[config.mk]
export PLATFORM = sky130hd
export DESIGN_NAME = ps2_kbd_cmd_sched
export DESIGN_NICKNAME = d
export VERILOG_FILES = /design/src/rtl/ps2_pkg.sv /design/src/rtl/ps2_rr_arb2.sv /design/src/rtl/ps2_kbd_cmd_sched.sv
export SDC_FILE = /design/constraint.sdc
export NUM_CORES = 1
export LEC_CHECK = 0
export ABC_AREA = 1
export BUFFER_PORTS_ARGS = -buffer_cell sky130_fd_sc_hd__buf_4
export CAP_MARGIN = 25
export CORE_MARGIN = 10
export CORE_UTILIZATION = 30
export DETAILED_ROUTE_END_ITERATION = 12
export GPL_TIMING_DRIVEN = 0
export REMOVE_ABC_BUFFERS = 1
export SLEW_MARGIN = 0
export SYNTH_ARGS = -nofsm -noshare
export SYNTH_HDL_FRONTEND = slang
export SYNTH_SLANG_ARGS = --single-unit
[constraint.sdc]
create_clock -name clk6x -period 1.8 [get_ports clk6x]
set_input_delay 0.09 -clock clk6x [delete_from_list [all_inputs] [get_ports clk6x]]
set_output_delay 0.09 -clock clk6x [all_outputs]
set_load 0.05 [all_outputs]
[src/rtl/ps2_pkg.sv]
// Shared PS/2 keyboard definitions: device/command byte codes and the
// command scheduler state encoding.
package ps2_pkg;

  localparam logic [7:0] PS2_ACK        = 8'hFA;
  localparam logic [7:0] PS2_RESEND     = 8'hFE;
  localparam logic [7:0] PS2_CMD_RESET  = 8'hFF;
  localparam logic [7:0] PS2_CMD_SETLED = 8'hED;

  typedef enum logic [2:0] {
    ST_IDLE,
    ST_LOAD,
    ST_SEND,
    ST_WAIT_TX,
    ST_WAIT_ACK,
    ST_NEXT,
    ST_FINISH
  } sched_state_t;

endpackage

[src/rtl/ps2_rr_arb2.sv]
// Two-requester round-robin arbiter. On a tie the requester that was not
// served last wins; the pointer moves only when a command completes.
module ps2_rr_arb2 (
  input  logic clk6x,
  input  logic resetn,
  input  logic req_a,
  input  logic req_b,
  input  logic upd,
  input  logic upd_b,
  output logic win_b,
  output logic any_req
);

  logic last_b;

  always_ff @(posedge clk6x or negedge resetn) begin
    if (!resetn) begin
      last_b <= 1'b0;
    end else if (upd) begin
      last_b <= upd_b;
    end
  end

  assign any_req = req_a | req_b;
  assign win_b   = (req_a && req_b) ? !last_b : req_b;

endmodule

[src/rtl/ps2_kbd_cmd_sched.sv]
// PS/2 keyboard host command scheduler: arbitrates two command sources onto
// one transmit path, handles ACK/resend/timeout retries and forwards scancodes.
module ps2_kbd_cmd_sched
  import ps2_pkg::*;
#(
  parameter int ACK_TIMEOUT_US = 20000,
  parameter int MAX_RETRY      = 3,
  parameter int TO_W           = 15
) (
  input  logic       clk6x,
  input  logic       resetn,
  input  logic       ck1us,
  input  logic       a_req,
  input  logic       a_len2,
  input  logic [7:0] a_b0,
  input  logic [7:0] a_b1,
  output logic       a_gnt,
  output logic       a_done,
  output logic       a_err,
  input  logic       b_req,
  input  logic       b_len2,
  input  logic [7:0] b_b0,
  input  logic [7:0] b_b1,
  output logic       b_gnt,
  output logic       b_done,
  output logic       b_err,
  output logic [7:0] tx_byte,
  output logic       tx_start,
  input  logic       tx_done,
  input  logic       tx_nak,
  input  logic [7:0] rx_byte,
  input  logic       rx_v,
  output logic [7:0] kb_byte,
  output logic       kb_v,
  output logic       busy
);

  localparam int              RT_W   = (MAX_RETRY < 1) ? 1 : $clog2(MAX_RETRY + 1);
  localparam logic [TO_W-1:0] TO_LIM = TO_W'(ACK_TIMEOUT_US);
  localparam logic [RT_W-1:0] RT_MAX = RT_W'(MAX_RETRY);

  sched_state_t    state, state_nx;
  logic            owner_b, len2, idx, err_f;
  logic [7:0]      cb0, cb1;
  logic [RT_W-1:0] retry;
  logic [TO_W-1:0] to_cnt;
  logic            win_b, any_req, fin_upd;
  logic            ack_rx, res_rx, to_hit, retry_ok, retry_ev, consume;

  ps2_rr_arb2 u_arb (
    .clk6x   (clk6x),
    .resetn  (resetn),
    .req_a   (a_req),
    .req_b   (b_req),
    .upd     (fin_upd),
    .upd_b   (owner_b),
    .win_b   (win_b),
    .any_req (any_req)
  );

  // An ACK always beats a coincident timeout; tx_nak beats tx_done.
  always_comb begin
    ack_rx   = rx_v && (rx_byte == PS2_ACK);
    res_rx   = rx_v && (rx_byte == PS2_RESEND);
    to_hit   = (to_cnt >= TO_LIM);
    retry_ok = (retry < RT_MAX);
    retry_ev = 1'b0;
    consume  = 1'b0;
    case (state)
      ST_WAIT_TX:  retry_ev = tx_nak;
      ST_WAIT_ACK: begin
        retry_ev = !ack_rx && (res_rx || to_hit);
        consume  = ack_rx || res_rx;
      end
      default: ;
    endcase
  end

  always_ff @(posedge clk6x or negedge resetn) begin
    if (!resetn) state <= ST_IDLE;
    else         state <= state_nx;
  end

  always_comb begin
    state_nx = state;
    unique case (state)
      ST_IDLE:     if (any_req) state_nx = ST_LOAD;
      ST_LOAD:     state_nx = ST_SEND;
      ST_SEND:     state_nx = ST_WAIT_TX;
      ST_WAIT_TX: begin
        if (retry_ev)     state_nx = retry_ok ? ST_SEND : ST_FINISH;
        else if (tx_done) state_nx = ST_WAIT_ACK;
      end
      ST_WAIT_ACK: begin
        if (ack_rx)        state_nx = ST_NEXT;
        else if (retry_ev) state_nx = retry_ok ? ST_SEND : ST_FINISH;
      end
      ST_NEXT:     state_nx = (len2 && !idx) ? ST_SEND : ST_FINISH;
      ST_FINISH:   state_nx = ST_IDLE;
      default:     state_nx = ST_IDLE;
    endcase
  end

  always_comb begin
    a_gnt   = (state == ST_LOAD) && !owner_b;
    b_gnt   = (state == ST_LOAD) && owner_b;
    a_done  = (state == ST_FINISH) && !owner_b && !err_f;
    a_err   = (state == ST_FINISH) && !owner_b && err_f;
    b_done  = (state == ST_FINISH) && owner_b && !err_f;
    b_err   = (state == ST_FINISH) && owner_b && err_f;
    fin_upd = (state == ST_FINISH);
  end

  always_ff @(posedge clk6x or negedge resetn) begin
    if (!resetn) begin
      owner_b  <= 1'b0;
      len2     <= 1'b0;
      cb0      <= 8'h00;
      cb1      <= 8'h00;
      idx      <= 1'b0;
      retry    <= '0;
      err_f    <= 1'b0;
      to_cnt   <= '0;
      tx_byte  <= 8'h00;
      tx_start <= 1'b0;
      kb_byte  <= 8'h00;
      kb_v     <= 1'b0;
      busy     <= 1'b0;
    end else begin
      tx_start <= (state == ST_SEND);
      busy     <= (state_nx != ST_IDLE);
      kb_v     <= rx_v && !consume;
      if (rx_v && !consume) kb_byte <= rx_byte;
      case (state)
        ST_IDLE:     if (any_req) owner_b <= win_b;
        ST_LOAD: begin
          len2  <= owner_b ? b_len2 : a_len2;
          cb0   <= owner_b ? b_b0 : a_b0;
          cb1   <= owner_b ? b_b1 : a_b1;
          idx   <= 1'b0;
          retry <= '0;
          err_f <= 1'b0;
        end
        ST_SEND:     tx_byte <= idx ? cb1 : cb0;
        ST_WAIT_TX:  to_cnt <= '0;
        ST_WAIT_ACK: if (ck1us && !to_hit) to_cnt <= to_cnt + 1'b1;
        ST_NEXT: begin
          if (len2 && !idx) begin
            idx   <= 1'b1;
            retry <= '0;
          end
        end
        default: ;
      endcase
      if (retry_ev) begin
        if (retry_ok) retry <= retry + 1'b1;
        else          err_f <= 1'b1;
      end
    end
  end

endmodule
# Yosys cells after proc, flatten, opt, wreduce, memory -nomap -nowiden
# Index checks and enable logic that the tools add are counted.
# totals
word_cells,87
reg_bits,60
# classes
n_mux,26
n_lt_le_gt_ge,2
eq_ne,10
n_bitwise,1
reduce_logical,31
n_addsub,2
# op_table
cell,n
15-bit case mux with 2 select lines,1
8-bit 2-to-1 mux,3
3-bit 2-to-1 mux,7
3-bit case mux with 6 select lines,1
8-bit == test (second input constant),2
15-bit by 1-bit adder with 15-bit output (second input constant),1
15-bit >= comparator (second input constant),1
1-bit logical AND,15
15-bit 2-to-1 mux,1
3-bit == test (second input constant),3
1-bit logical NOT,7
1-bit 2-to-1 mux,7
3-bit by 2-bit == test with 1-bit output (second input constant),2
2-bit 2-to-1 mux,3
2-bit AND reduction,3
2-bit != test (second input constant),2
1-bit case mux with 2 select lines,2
2-bit case mux with 2 select lines,1
2-bit nonzero test,2
3-bit by 1-bit == test with 1-bit output (second input constant),1
3-bit logical NOT,1
3-bit nonzero test,1
2-bit by 1-bit adder with 2-bit output (second input constant),1
1-bit logical OR,2
other kinds (2),2

# Logic depth before layout (Yosys ltp)
# depth
word_depth,9
mapped_depth,12
mapped_depth_nobuf,12

# By module
# A second synthesis with hierarchy kept.
# unflattened
hier_cells,395
area_unflattened_um2,3098.0
# by_module_without_submodules
mod,cells_per_inst,instances,seq_area_each_um2,area_each_um2
ps2_kbd_cmd_sched,387,1,1476.4,3042.9
ps2_rr_arb2,8,1,25.0,55.1

# Worst setup path before layout
# No wires, ideal clock.
# synth_path
path_type,register to output
from,register state[2]
to,output a_done
arrival_ns,1.577
stages_incl_launch_ff,5
path_slack_ns,0.133
path_cell_list,dfrtp_1 > inv_1 > nor3_1 > nand2_1 > nor2_1
# synth_between
elab_chain_len,3
# synth_lines
item,line_no,source
from (decl),ps2_kbd_cmd_sched.sv:42,"sched_state_t state, state_nx;"
from (signal assigned),ps2_kbd_cmd_sched.sv:81,else state <= state_nx;
3-bit == test,ps2_kbd_cmd_sched.sv:107,a_done = (state == ST_FINISH) && !owner_b && !err_f;
1-bit logical AND (2 in series),ps2_kbd_cmd_sched.sv:107,
to (decl),ps2_kbd_cmd_sched.sv:18,"output logic a_done,"
# Every way passes these cells.

# Worst setup path in the final report
# layout_path
from,register state[0]
to,output a_gnt
# layout_between
elab_chain_len,2
# layout_lines
item,line_no,source
3-bit by 1-bit == test with 1-bit output,ps2_kbd_cmd_sched.sv:105,a_gnt = (state == ST_LOAD) && !owner_b;
1-bit logical AND,ps2_kbd_cmd_sched.sv:105,
to (decl),ps2_kbd_cmd_sched.sv:17,"output logic a_gnt,"
# Every way passes these cells.

==> out/qor.txt <==
Run status: completed
Clock sinks: 60
Inserted Clock Buffers: 9
I/O Buffers: 74
Critical path fanouts, max: 20
Crit path largest cell delay: 0.42 ns
Slew margin rel.: 0.481
Starting Density: 0.310
DRC viols: 0
I/O pin total: 75
DIE HEIGHT: 121 um
Peak supply drop: 758 uV
Placed instance count: 574
Min Clock Period, post-route: 1.75 ns
Vias in the first global route: 3,098
Vias/cell: 4.66
Avg Inst Size Synth: 8.12 um2
Share of layout cells above drive strength 1: 0.250
Number of antenna violations at the first check in global routing: 1
Critical-path cell list: inv_2 > nor2_2 > inv_2 > nor2_4 > inv_6 > nor2_4 > buf_6
Worst Max-Slew Pin Slew: 0.778 ns
Placement Setup Slack: -0.0435 ns
Setup WS post-layout: 0.0452 ns
Post-DP HPWL: 5850 um
Die X: 121 um
CP Buf/Inv Count: 4
Hold crit path type: in -> reg
Clk_lat worst skew: 0.33 ns
Sequential Power Share: 0.351
Sw frac: 0.426
All-Layer GR Usage: 0.124
Clock Power Share: 0.214
Psw: 2500 uW
Critical path's slowest cell: dfrtp_2
Final Max Slew Viols: 0
Maximum clock path buffer count: 2
Logic pwr share: 0.436
Placed cell area: 3710 um2
Total die area: 14,600 um2
# H-tree levels: 3
First-pass GRT wire length: 14,900 um
Leak pwr: 0.00210 uW
CP arrival: 1.66 ns
Fin area: 4400 um2
CP Class: reg -> out
Clk slew on worst S/H paths: 0.07 ns
FMAX: 570 MHz
Num rows: 36
ANT nets after route: 0
Fin cells: 639
Core area: 9820 um2
First-pass detailed-route iteration total: 6
RSZ-0062 raised after global routing: true
Final wirelength: 8870 um
Area Overhead vs Synth: 44.6%
Drt wl/cell: 13.9 um
Synthesized cell area: 3050 um2
Nets@finish: 552
Int Pwr: 3370 uW
CP required: 1.71 ns
Largest net degree at the start of global routing: 61
Initial drt markers: 171
CP endpoint kind: output port
Routability-driven placement congestion ratio: 0.842
Final Cycle Share: 0.975
Synth unique cells: 28
CTS tree: yes
Via count: 2,976
Post-Syn Instances: 375
Remaining Overflow, GRT: 0
CTS root buf: clkbuf_8
Clock skew: 0.00814 ns
Layout fillers: 996
Power per cell area: 1330 nW/um2
Seq cells post-synth: 60
# Max-Cap Violations: 0
Seq/Total Area, Yosys: 0.493
Startpoint types: flop
Final hold violations: 0
CP top delay family: simple AND/OR/NAND/NOR gates
Yosys warnings: 0
Final setup violating endpoints: 0
-- layout by cell type, fill, tap and decap left out, types with 3 or more instances in the layout --
master / n
nand4_1: 9
buf_4: 80
o31ai_1: 5
a21oi_1: 5
dlygate4sd3_1: 39
inv_2: 3
clkbuf_8: 11
o211ai_1: 9
nand2_1: 119
xor2_1: 6
buf_6: 3
inv_1: 34
nor2_1: 24
o21ai_0: 22
nor3_1: 11
dfrtp_1: 58
nand3_1: 30
ha_1: 3
or2_2: 8
-- worst paths after layout --
kind,slack [ns],endpoint,depth (start not counted),from
min,0.02,owner_b,3,b_req
max reg2reg,0.09,len2,9,state[0]
max,0.05,a_gnt,7,state[0]
min reg2reg,0.48,kb_byte[1],2,kb_byte[1]
max in group asynchronous,0.84,state[0],2,resetn
min in group asynchronous,0.38,cb1[7],2,resetn
-- stage by stage --
stage	power (uW)	hold WS, ns	setup TNS [ns]	util
final	5870	0.0200	0	0.449
after global placement	4360	0.225	-0.106	0.377
after CTS	5850	0.00838	0	0.441
after floorplan	3670	-0.206	0	-
after global routing	6310	0.0528	-0.212	0.448
after detailed placement	4450	0.224	-0.0435	0.378
-- logic make-up after synthesis --
logic type / after synthesis / share of synthesized area
adders and majority gates: 3 / 0.0123
and+or+nand+nor: 214 / 0.320
DFF: 60 / 0.493
AOI/OAI and AO/OA: 43 / 0.0842
xor gates and xnor gates: 7 / 0.0201
buffers and inverters: 48 / 0.0702
-- registers in the layout, indices dropped and copies added, names as in the netlist, 2 cells and up --
register,cells
kb_byte,8
state,3
cb1,8
retry,2
cb0,8
tx_byte,8
to_cnt,15
-- cell usage after synthesis (all sizes together) --
master,instances,share of area
a21oi,5,0.0082
a22o,1,0.0029
buf,8,0.021
clkbuf,1,0.0012
dfrtp,60,0.49
ha,3,0.012
inv,39,0.048
nand2,122,0.15
nand3,33,0.062
nand4,9,0.018
nor2,29,0.047
nor3,13,0.023
o211ai,9,0.022
o21a,1,0.0025
o21ai,22,0.036
o31ai,5,0.012
or2,8,0.016
xnor2,1,0.0029
xor2,6,0.017
-- worst min-delay path, stage by stage --
cell	delay, ns
buf_4	0.08
nand3_1	0.06
o21ai_0	0.07
-- power by group through the flow --
stage	registers, uW	logic [uW]	clock network (uW)
after floorplan	2430	1240	0
after global placement	2060	2300	0
after detailed placement	2080	2370	0
after CTS	2060	2500	1290
after global routing	2120	2850	1340
final	2060	2560	1250
-- final cells by class --
| class | count | area, um2 | share of cell area |
|---|---|---|---|
| sequential | 60 | 1500 | 0.341 |
| multi-input combinational | 267 | 1350 | 0.306 |
| timing repair buffer | 122 | 1020 | 0.233 |
| tap | 133 | 166 | 0.0378 |
| clock buffer | 12 | 155 | 0.0352 |
| inverter | 39 | 154 | 0.0349 |
| clock inverter | 4 | 47.5 | 0.0108 |
| antenna | 2 | 5.00 | 0.00114 |
-- routing by layer --
metal / part of all wire / vias to the layer above / track usage
li1: - / 1466 / -
met1: 0.42 / 1409 / 0.146
met2: 0.50 / 83 / 0.199
met3: 0.054 / 18 / 0.0349
met4: 0.029 / 0 / 0.0724
met5: 0 / - / 0
-- what timing repair did --
item / in CTS / in global routing
endpoints found under the hold margin: 82 / 0
buffers inserted: 2 / 6
resized for setup: 3 / 9
endpoints found under the setup margin: 5 / 20
gates cloned: 0 / 0
pin swaps: 2 / 2
hold buffers: 39 / 0
Note: power is estimated with default switching activity, not from simulation.
